**src/rtl/comm_pkg.sv**
```systemverilog
`default_nettype none
// ============================================================================
// Module   : comm_pkg
// Brief    : Shared types and helpers for the UART framing blocks.
// Revision : 1.0 - initial release
// ============================================================================
package comm_pkg;

   localparam int BYTE_W = 8;

   // Fill side: EMPTY while no byte of the current word has arrived.
   typedef enum logic {
      EMPTY   = 1'b0,
      FILLING = 1'b1
   } fill_state_t;

   // Output side: HELD while word_out carries an unaccepted word.
   typedef enum logic {
      FREE = 1'b0,
      HELD = 1'b1
   } out_state_t;

   // Counter width for a range of n values, never narrower than one bit.
   function automatic int cnt_width(input int n);
      return (n > 1) ? $clog2(n) : 1;
   endfunction

endpackage
`default_nettype wire

```
**src/rtl/idle_timer.sv**
```systemverilog
`default_nettype none
// ============================================================================
// Module   : idle_timer
// Brief    : Counts enabled clocks since the last clear and emits a one-cycle
//            expired pulse after TIMEOUT_CYCLES of them. The count restarts
//            from zero when it expires, so a persistent enable gives a
//            periodic pulse.
// Revision : 1.0 - initial release
// ============================================================================
module idle_timer
   import comm_pkg::*;
#(
   parameter int TIMEOUT_CYCLES = 1_000_000
) (
   input  logic clk,
   input  logic rst,
   input  logic clear,
   input  logic enable,
   output logic expired
);

   localparam int                CNT_W    = cnt_width(TIMEOUT_CYCLES);
   localparam logic [CNT_W-1:0]  CNT_LAST = CNT_W'(TIMEOUT_CYCLES - 1);

   logic [CNT_W-1:0] count;
   logic             expired_q;

   // Idle counter; clear has priority so any activity restarts the interval.
   always_ff @(posedge clk or posedge rst) begin
      if (rst) begin
         count     <= '0;
         expired_q <= 1'b0;
      end else begin
         expired_q <= 1'b0;
         if (clear) begin
            count <= '0;
         end else if (enable) begin
            if (count == CNT_LAST) begin
               count     <= '0;
               expired_q <= 1'b1;
            end else begin
               count <= count + 1'b1;
            end
         end
      end
   end

   assign expired = expired_q;

endmodule
`default_nettype wire

```
**src/rtl/uart_word_assembler.sv**
```systemverilog
`default_nettype none
// ============================================================================
// Module   : uart_word_assembler
// Brief    : Packs UART receive bytes LSB-first into words, presents them on a
//            valid/ready port with a per-message last flag, drops completed
//            words that find the output still occupied (sticky overflow), and
//            discards partial words after an inter-byte timeout.
// Revision : 1.0 - initial release
// ============================================================================
module uart_word_assembler
   import comm_pkg::*;
#(
   parameter int BYTES_PER_WORD    = 4,
   parameter int WORDS_PER_MESSAGE = 64,
   parameter int TIMEOUT_CYCLES    = 1_000_000
) (
   input  logic                             clk_in,
   input  logic                             rst_in,
   input  logic                             byte_valid_in,
   input  logic [BYTE_W-1:0]                byte_in,
   output logic                             word_valid_out,
   input  logic                             word_ready_in,
   output logic [BYTE_W*BYTES_PER_WORD-1:0] word_out,
   output logic                             word_last_out,
   output logic                             timeout_out,
   output logic                             overflow_out
);

   localparam int                WORD_W    = BYTE_W * BYTES_PER_WORD;
   localparam int                IDX_W     = cnt_width(BYTES_PER_WORD);
   localparam int                WCNT_W    = cnt_width(WORDS_PER_MESSAGE);
   localparam logic [IDX_W-1:0]  IDX_LAST  = IDX_W'(BYTES_PER_WORD - 1);
   localparam logic [WCNT_W-1:0] WCNT_LAST = WCNT_W'(WORDS_PER_MESSAGE - 1);

   logic [IDX_W-1:0]  idx;
   logic [IDX_W-1:0]  idx_eff;
   logic [IDX_W-1:0]  idx_next;
   logic [WCNT_W-1:0] wcnt;
   logic [WCNT_W-1:0] wcnt_eff;
   logic [WCNT_W-1:0] wcnt_next;
   logic [WORD_W-1:0] fill;
   logic [WORD_W-1:0] fill_next;
   logic [WORD_W-1:0] word_q;
   logic              last_q;
   logic              overflow_q;
   fill_state_t       fill_state;
   out_state_t        out_state;
   out_state_t        out_state_next;
   logic              expired;
   logic              complete;
   logic              load;
   logic              drop;

   assign fill_state = (idx == '0) ? EMPTY : FILLING;

   // Timer runs only while a partial word is pending; it is held off during
   // its own expiry pulse so the discard does not start a second interval.
   idle_timer #(
      .TIMEOUT_CYCLES (TIMEOUT_CYCLES)
   ) u_idle_timer (
      .clk     (clk_in),
      .rst     (rst_in),
      .clear   (byte_valid_in),
      .enable  ((fill_state == FILLING) && !expired),
      .expired (expired)
   );

   // Byte placement and word completion; an expiry this cycle makes the
   // current byte (if any) the first byte of a fresh word and message.
   always_comb begin
      idx_eff   = expired ? '0 : idx;
      wcnt_eff  = expired ? '0 : wcnt;
      fill_next = fill;
      if (byte_valid_in) begin
         fill_next[idx_eff*BYTE_W +: BYTE_W] = byte_in;
      end
      complete = byte_valid_in && (idx_eff == IDX_LAST);
      // A held word accepted this cycle frees the slot for the new word.
      load     = complete && ((out_state == FREE) || word_ready_in);
      drop     = complete && !load;
      if (!byte_valid_in) begin
         idx_next = idx_eff;
      end else if (complete) begin
         idx_next = '0;
      end else begin
         idx_next = idx_eff + 1'b1;
      end
      if (load) begin
         wcnt_next = (wcnt_eff == WCNT_LAST) ? '0 : wcnt_eff + 1'b1;
      end else begin
         wcnt_next = wcnt_eff;
      end
   end

   // Output slot next-state: occupied on load, released by an accept.
   always_comb begin
      out_state_next = out_state;
      case (out_state)
         FREE:    if (load) out_state_next = HELD;
         HELD:    if (word_ready_in && !load) out_state_next = FREE;
         default: out_state_next = FREE;
      endcase
   end

   // Output slot state register.
   always_ff @(posedge clk_in or posedge rst_in) begin
      if (rst_in) begin
         out_state <= FREE;
      end else begin
         out_state <= out_state_next;
      end
   end

   // Fill-side registers: byte index, message position and partial word.
   always_ff @(posedge clk_in or posedge rst_in) begin
      if (rst_in) begin
         idx  <= '0;
         wcnt <= '0;
         fill <= '0;
      end else begin
         idx  <= idx_next;
         wcnt <= wcnt_next;
         fill <= fill_next;
      end
   end

   // Output word and last flag change only on load, so they stay stable
   // while held; overflow latches any dropped word until reset.
   always_ff @(posedge clk_in or posedge rst_in) begin
      if (rst_in) begin
         word_q     <= '0;
         last_q     <= 1'b0;
         overflow_q <= 1'b0;
      end else begin
         if (load) begin
            word_q <= fill_next;
            last_q <= (wcnt_eff == WCNT_LAST);
         end
         if (drop) begin
            overflow_q <= 1'b1;
         end
      end
   end

   assign word_valid_out = (out_state == HELD);
   assign word_out       = word_q;
   assign word_last_out  = last_q;
   assign timeout_out    = expired;
   assign overflow_out   = overflow_q;

endmodule
`default_nettype wire

```
**config.mk**
```make
export PLATFORM = sky130hd
export DESIGN_NAME = uart_word_assembler
export DESIGN_NICKNAME = d
export VERILOG_FILES = /design/src/rtl/comm_pkg.sv /design/src/rtl/idle_timer.sv /design/src/rtl/uart_word_assembler.sv
export SDC_FILE = /design/constraint.sdc
export NUM_CORES = 1
export LEC_CHECK = 0
export BUFFER_PORTS_ARGS = -buffer_cell sky130_fd_sc_hd__buf_2
export CAP_MARGIN = 10
export CORE_MARGIN = 8
export CORE_UTILIZATION = 35
export DETAILED_ROUTE_END_ITERATION = 8
export GPL_TIMING_DRIVEN = 0
export HOLD_SLACK_MARGIN = 0.1
export PLACE_DENSITY = 0.58
export SLEW_MARGIN = 15
export SYNTH_ARGS = -nofsm -noshare
export SYNTH_HDL_FRONTEND = slang
export SYNTH_SLANG_ARGS = --single-unit
```
**constraint.sdc**
```tcl
create_clock -name clk_in -period 5.2 [get_ports clk_in]
set_input_delay 0.26 -clock clk_in [delete_from_list [all_inputs] [get_ports clk_in]]
set_output_delay 0.26 -clock clk_in [all_outputs]
set_load 0.02 [all_outputs]
```
## Word-level counts from Yosys, hierarchy flattened

Cells that the tools add are included.

- Add/subtract/negate cells: 4
- Eq/ne operators: 3
- Shift operators: 2
- Multiplexer cells: 18
- Bitwise operators: 1
- Reduce and logical (&&, ||, !) cells: 10

Operators with widths:

| kind | count |
|---|---|
| 20-bit two-way mux | 3 |
| 5-bit negation with 34-bit output | 1 |
| 8-bit by 34-bit variable shift with 32-bit output (first input constant) | 1 |
| 8-bit by 34-bit indexed part select with 32-bit output | 1 |
| 32-bit bitwise mux | 1 |
| 32-bit two-way mux | 1 |
| 20-bit by 1-bit adder with 20-bit output (second input constant) | 1 |
| 20-bit equality test (second input constant) | 1 |
| 6-bit two-way mux | 3 |
| 6-bit by 1-bit adder with 6-bit output (second input constant) | 1 |
| 6-bit equality test (second input constant) | 1 |
| 1-bit two-way mux | 6 |
| 2-bit two-way mux | 3 |
| 1-bit logical AND | 5 |
| 2-bit by 1-bit adder with 2-bit output (second input constant) | 1 |
| 2-bit equality test (second input constant) | 1 |
| 1-bit logical NOT | 2 |
| 2-bit logical NOT | 1 |
| 1-bit one-hot mux with 2 select lines | 1 |
| 2-bit nonzero test | 1 |
| 1-bit logical OR | 1 |
| 1-bit inverter | 1 |

- Flip-flop bits (word level): 96
- Output and inout bits: 36
- Logic and storage cells: 47

## Logic depth before layout (Yosys ltp)

- Depth after elaboration: 8
- Depth in mapped cells: 10
- Gate-level depth less buffers: 8

## By module

A second synthesis with hierarchy kept.

- Cells, all modules: 386
- Area total of the unflattened synthesis: 4,171.5 µm²

By module, submodules not included:

| module | times used | cells each | area each (µm²) |
|---|---|---|---|
| uart_word_assembler | 1 | 267 | 3,059.2 |
| idle_timer | 1 | 119 | 1,112.3 |

## Worst setup path after synthesis

No wires, ideal clock.

- Path type: flip-flop to flip-flop
- From: register u_idle_timer.expired_q, in the netlist u_idle_timer.expired
- To: register word_q[16], in the netlist word_out[16]
- Arrival time: 2.004 ns
- Data required time: 5.135 ns
- Slack: 3.130 ns
- Cell stages (with the launch flop): 9
- Period minus slack after synthesis: 2.070 ns
- Cells stage by stage: dfrtp_1 buf_2 nand2b_1 ha_1 nand2b_1 nor4_4 a22o_1 nand2_1 nand2_1

- Word-level cells in the longest chain between the ends: 5
- Elaborated cells between the ends (all ways): 9
- Classes of those cells: 1 x add/sub; 1 x eq/ne; 2 x shift; 3 x mux; 2 x reduce/logical

RTL lines:

| what | line | source |
|---|---|---|
| from (decl) | idle_timer.sv:26 | `logic expired_q;` |
| from (signal assigned) | idle_timer.sv:32 | `expired_q <= 1'b0;` |
| from (signal assigned) | idle_timer.sv:34 | `expired_q <= 1'b0;` |
| from (signal assigned) | idle_timer.sv:40 | `expired_q <= 1'b1;` |
| 2-bit two-way mux * | uart_word_assembler.sv:71 | `idx_eff = expired ? '0 : idx;` |
| 5-bit negation with 34-bit output * | uart_word_assembler.sv:75 | `fill_next[idx_eff*BYTE_W +: BYTE_W] = byte_in;` |
| 8-bit by 34-bit indexed part select with 32-bit output / 8-bit by 34-bit variable shift with 32-bit output (equally long branches) | uart_word_assembler.sv:75 |  |
| 32-bit bitwise mux * | uart_word_assembler.sv:75 |  |
| 32-bit two-way mux * | uart_word_assembler.sv:74 | `if (byte_valid_in) begin` |
| named net fill_next[16] | uart_word_assembler.sv:42 | `logic [WORD_W-1:0] fill_next;` |
| to (signal assigned) | uart_word_assembler.sv:136 | `word_q <= fill_next;` |
| to (decl) | uart_word_assembler.sv:43 | `logic [WORD_W-1:0] word_q;` |

The timed path passes the listed nets; every way through them passes the cells marked *.
A chain may end at the register's enable or synchronous reset.

## Worst setup path after layout

- From: register u_idle_timer.expired_q, in the netlist u_idle_timer.expired
- To: register word_q[18], in the netlist word_out[18]

- Word-level cells in the longest chain between the ends: 5
- Elaborated cells between the ends (all ways): 9
- Classes of those cells: 1 x add/sub; 1 x eq/ne; 2 x shift; 3 x mux; 2 x reduce/logical

RTL lines:

| what | line |
|---|---|
| 2-bit two-way mux * | uart_word_assembler.sv:71 |
| 5-bit negation with 34-bit output | uart_word_assembler.sv:75 |
| 8-bit by 34-bit indexed part select with 32-bit output / 8-bit by 34-bit variable shift with 32-bit output (equally long branches) | uart_word_assembler.sv:75 |
| 32-bit bitwise mux | uart_word_assembler.sv:75 |
| 32-bit two-way mux | uart_word_assembler.sv:74 |

Every way passes the cells marked *; elsewhere a longest branch is shown, timed or not.

==> metrics list <==
- The min-delay analysis places its worst path in the category input pin to flop.
* Count of buffers from port buffering: 47
- The clock arrives with roughly 10 ps of skew.
- During synthesis, Yosys emitted a total of 0 warnings.
- Synthesis-stage register bit count: slightly above 90
- After synthesis, the largest family of logic cells by area is simple AND/OR/NAND/NOR gates.
- Count of antenna-violating nets left after detailed routing: 0
- Synth cell count leaders: sky130_fd_sc_hd__nand2_1 (105), sky130_fd_sc_hd__dfrtp_1 (92), sky130_fd_sc_hd__a22o_1 (28)
- The die is about 130 um tall.
- Power spread over the standard cell area amounts to around 510 nW/um2.
- The worst setup path is launched from a flop.
* Full die area: 15,900 um2
- Most frequent cell after synthesis: sky130_fd_sc_hd__nand2_1
- HPWL Detailed: approximately 7000 um
- Sequential cell area fraction in the yosys report: 54.4%
- Prevailing post-synth register cell: sky130_fd_sc_hd__dfrtp_1
- Final critical-path share of the clock period: just under 50%
- Gate Count Post-Synth: around 390
- Max-cap check violation count: 0
- Final total power: between 2 and 3 mW
* Crit path kind: flop to flop
- Area fraction in compound gates after synthesis: between 10% and 20%
- Dividing the detail-routed wire length by the instance count gives ~17 um.
- Number of antenna violations at the first check in global routing: 0
- Worst setup EP type: flop
* Post-synth top area share: between 50% and 60%
- Number of buffers created by CTS: 9
- After Yosys synthesis, full adders, half adders and majority gates account for just over 2% of the synthesized area.
* Via-to-Cell Ratio: roughly 5
- For this block, the via count after detailed routing is 3,118.
- TritonCTS clock tree: yes
- For this run, the share of the core covered by cells in the final layout is roughly two fifths.
* Final net count: 472
* Xor/xnor cell area share of the yosys netlist: 1.66%
- The clock passes through at most 2 buffers.
- Cell with the largest stage delay on the worst path: sky130_fd_sc_hd__clkbuf_1
- Floorplan die width: 126 um
- Clock transition at path regs: 70 ps
* Mean instance size in the synthesized netlist: ~11 um2
- Cell accounting for the most synthesized area: sky130_fd_sc_hd__dfrtp_1
- By area the synthesized netlist is led by sky130_fd_sc_hd__dfrtp_1 (54%), sky130_fd_sc_hd__nand2_1 (9.3%), sky130_fd_sc_hd__a22o_1 (5.8%).
- The finished cells cover approximately 5000 um2.
* Number of cells on the worst reg-to-reg path: 10
- Leakage: between 2 and 2.5 nW
* Highest fanout seen on the critical path: 10
- The area growth from synthesis to layout is 18.0%.
- For this run, the detailed router's first-pass iteration total came to 4.
- In this run the cell area of the synthesized design comes to about 4200 um2.
* GR Overflow Total: 0
- The synthesized netlist contains 60 unique library cells.
- Global Route Usage Sum: between 10% and 20%
- Skew-Pair Late Insertion Delay: approximately 340 ps
- At the worst endpoint, the required time is 5480 ps.
- Core Region: 11,900 um2
- The startpoint identified for the worst hold timing path is byte_in[3].
- Slowest cell delay on critical path: around 420 ps
- Yosys mapped a number of flops with a built-in enable equal to 0.
- Reg2Reg Setup Slack: 2700 ps
* Initial core utilization: ~36%
- For the pin with the worst max-slew slack, the measured transition is roughly 750 ps.
- The final count of hold timing violations came to 0.
* Async set-or-reset flop fraction in the synthesized netlist: 100%
- Family with the most delay on the worst path: buffers and inverters
* Depth of the worst hold-timing path: 3
- The detailed router finished its first iteration with 219 violations.
* Share of final-layout standard cells stronger than drive strength 1: about 23%
* Setup tns final: 0 ps
- Final routed wirelength across all metal layers: 10,100 um
* Count of final setup violators: 0
- The number of global-route vias before repair came to between 3,000 and 4,000.
* Ordered cell list for the critical path: buf_2 > nand2b_4 > inv_2 > ha_1 > nand2_1 > nor2b_1 > clkbuf_1 > buf_1 > nand2_1 > nand2_1
- Sink count of the clock tree: 92
- The worst-case IR drop observed on VDD is between 150 and 200 uV.
- Summing all placed instances gives a cell area of around 4700 um2.
- Measured against the total synthesized area, the mux share comes to 1.06%.
* Status: finished clean
- Summing the areas of all and, or, nand and nor instances in the mapped netlist gives 25.0% of the synthesized area.
* Headroom to the max-slew limit: between 50% and 60%
* CTS Root Buffer Type: sky130_fd_sc_hd__clkbuf_16
- Entering global routing, the biggest net connects 61 pins.
- In the routed design, unresolved DRC markers number 0.
- End of the worst register-to-register path: word_out[18]
- The first global-routing pass estimated ~17,000 um of wire.
- 48 I/O pins were placed.
- Setup repair after global routing left no endpoint under its margin.
- Routability Congestion: 0.801
* Antenna fix cells: 0
- The max-slew violation count came to 0.
- Data on the critical path arrives at its endpoint at between 2000 and 3000 ps.
* Most Frequent Cell on Critical Path: sky130_fd_sc_hd__nand2_1
- Mapped Nets: approximately 400
* Number of buffers and inverters on the critical path: 4
* Count of non-filler cells in the finished layout: 605
* Placed cell count: 588
- H-tree lvl count: 3
- Startpoint of the worst register-to-register path: u_idle_timer.expired
- Time the final worst path needs with I/O delays and setup: around 2500 ps
* Fmax achieved: roughly 400 MHz
- After floorplanning, the core was divided into 40 placement rows.
* End point of the most critical hold path: word_out[27]
what timing repair did:
item	4_1_cts	5_1_grt
gates resized for setup	0	0
buffers inserted	0	0
hold buffers	1	0
endpoints found under the hold margin	59	0
through the flow:
stage                     setup slack, ps  hold slack, ps
after floorplan                      2550             388
after global routing                 2430             207
final                                2700             206
after global placement               1390             453
after CTS                            2640             192
after detailed placement             2640             451
routing by layer:
layer  global-route usage, %  routed length, um  share of wire [%]  vias to the layer above
li1                        -                  -                  -                     1502
met1                    16.6               4680                 47                     1550
met2                    21.8               4810                 48                       58
met3                    4.22                444                4.4                        8
met4                    5.10                126                1.3                        0
met5                       0                  0                  0                        -
power breakdown:
group / total, mW / switching [mW] / internal, mW
Combinational: 0.827 / 0.528 / 0.298
Sequential: 1.05 / 0.113 / 0.939
Clock: 0.679 / 0.287 / 0.393
Total: 2.56 / 0.928 / 1.63
sequential cells by signal, indices dropped and copies added (netlist names):
signal                count
word_valid_out            1
overflow_out              1
word_last_out             1
word_out                 32
fill                     28
wcnt                      6
u_idle_timer.count       20
u_idle_timer.expired      1
idx                       2
how the worst max path moves through the flow:
stage,startpoint,slack (ps),to,cells after the start
4_1_cts,u_idle_timer.expired,2640,word_out[15],10
6_report,u_idle_timer.expired,2700,word_out[18],10
3_5_place_dp,u_idle_timer.expired,2640,word_out[18],10
3_3_place_gp,rst_in,1390,u_idle_timer.count[18],2
2_1_floorplan,rst_in,2550,fill[0],1
5_1_grt,u_idle_timer.expired,2430,word_out[15],10
cells in the final DEF, fill, tap and decap left out, drive strengths merged, types with 2 or more instances in the layout:
cell    Yosys  routed
mux2        4       4
clkbuf      7      18
a21oi       9       9
nor2       10      10
nor2b       5       5
inv         7       9
nor3        5       5
or3         4       4
dfrtp      92      92
nand2b      5       5
a31oi       7       7
a22o       28      28
nand3      15      15
nor4b       5       5
or2         4       4
and2        5       5
ha          7       7
nor4        8       8
clkinv      0       2
xor2        3       3
nand4      12      12
xnor2       5       5
buf         9      57
nand2     106     106
o21ai       8       8
a211o       2       2
o31ai       5       5
worst min-delay path, delay by kind of cell:
| family | cells | cell delay, ps |
|---|---|---|
| buf+inv | 1 | 140 |
| simple gates | 2 | 120 |
kinds of logic after synthesis:
| kind of cell | after synthesis |
|---|---|
| buf+inv | 23 |
| flops | 92 |
| simple gates | 190 |
| xor+xnor | 8 |
| compound gates | 69 |
| mux | 4 |
| fa+ha+maj | 7 |
final cells by class:
class | count | area, um2
Fill cell | 1196 | 6920
Inverter | 7 | 28.8
Buffer | 16 | 114
Clock inverter | 5 | 67.6
Clock buffer | 11 | 243
Sequential cell | 92 | 2300
Tap cell | 147 | 184
Multi-Input combinational cell | 278 | 1790
Timing Repair Buffer | 49 | 265
No activity file was read; power rests on OpenSTA's default activity.
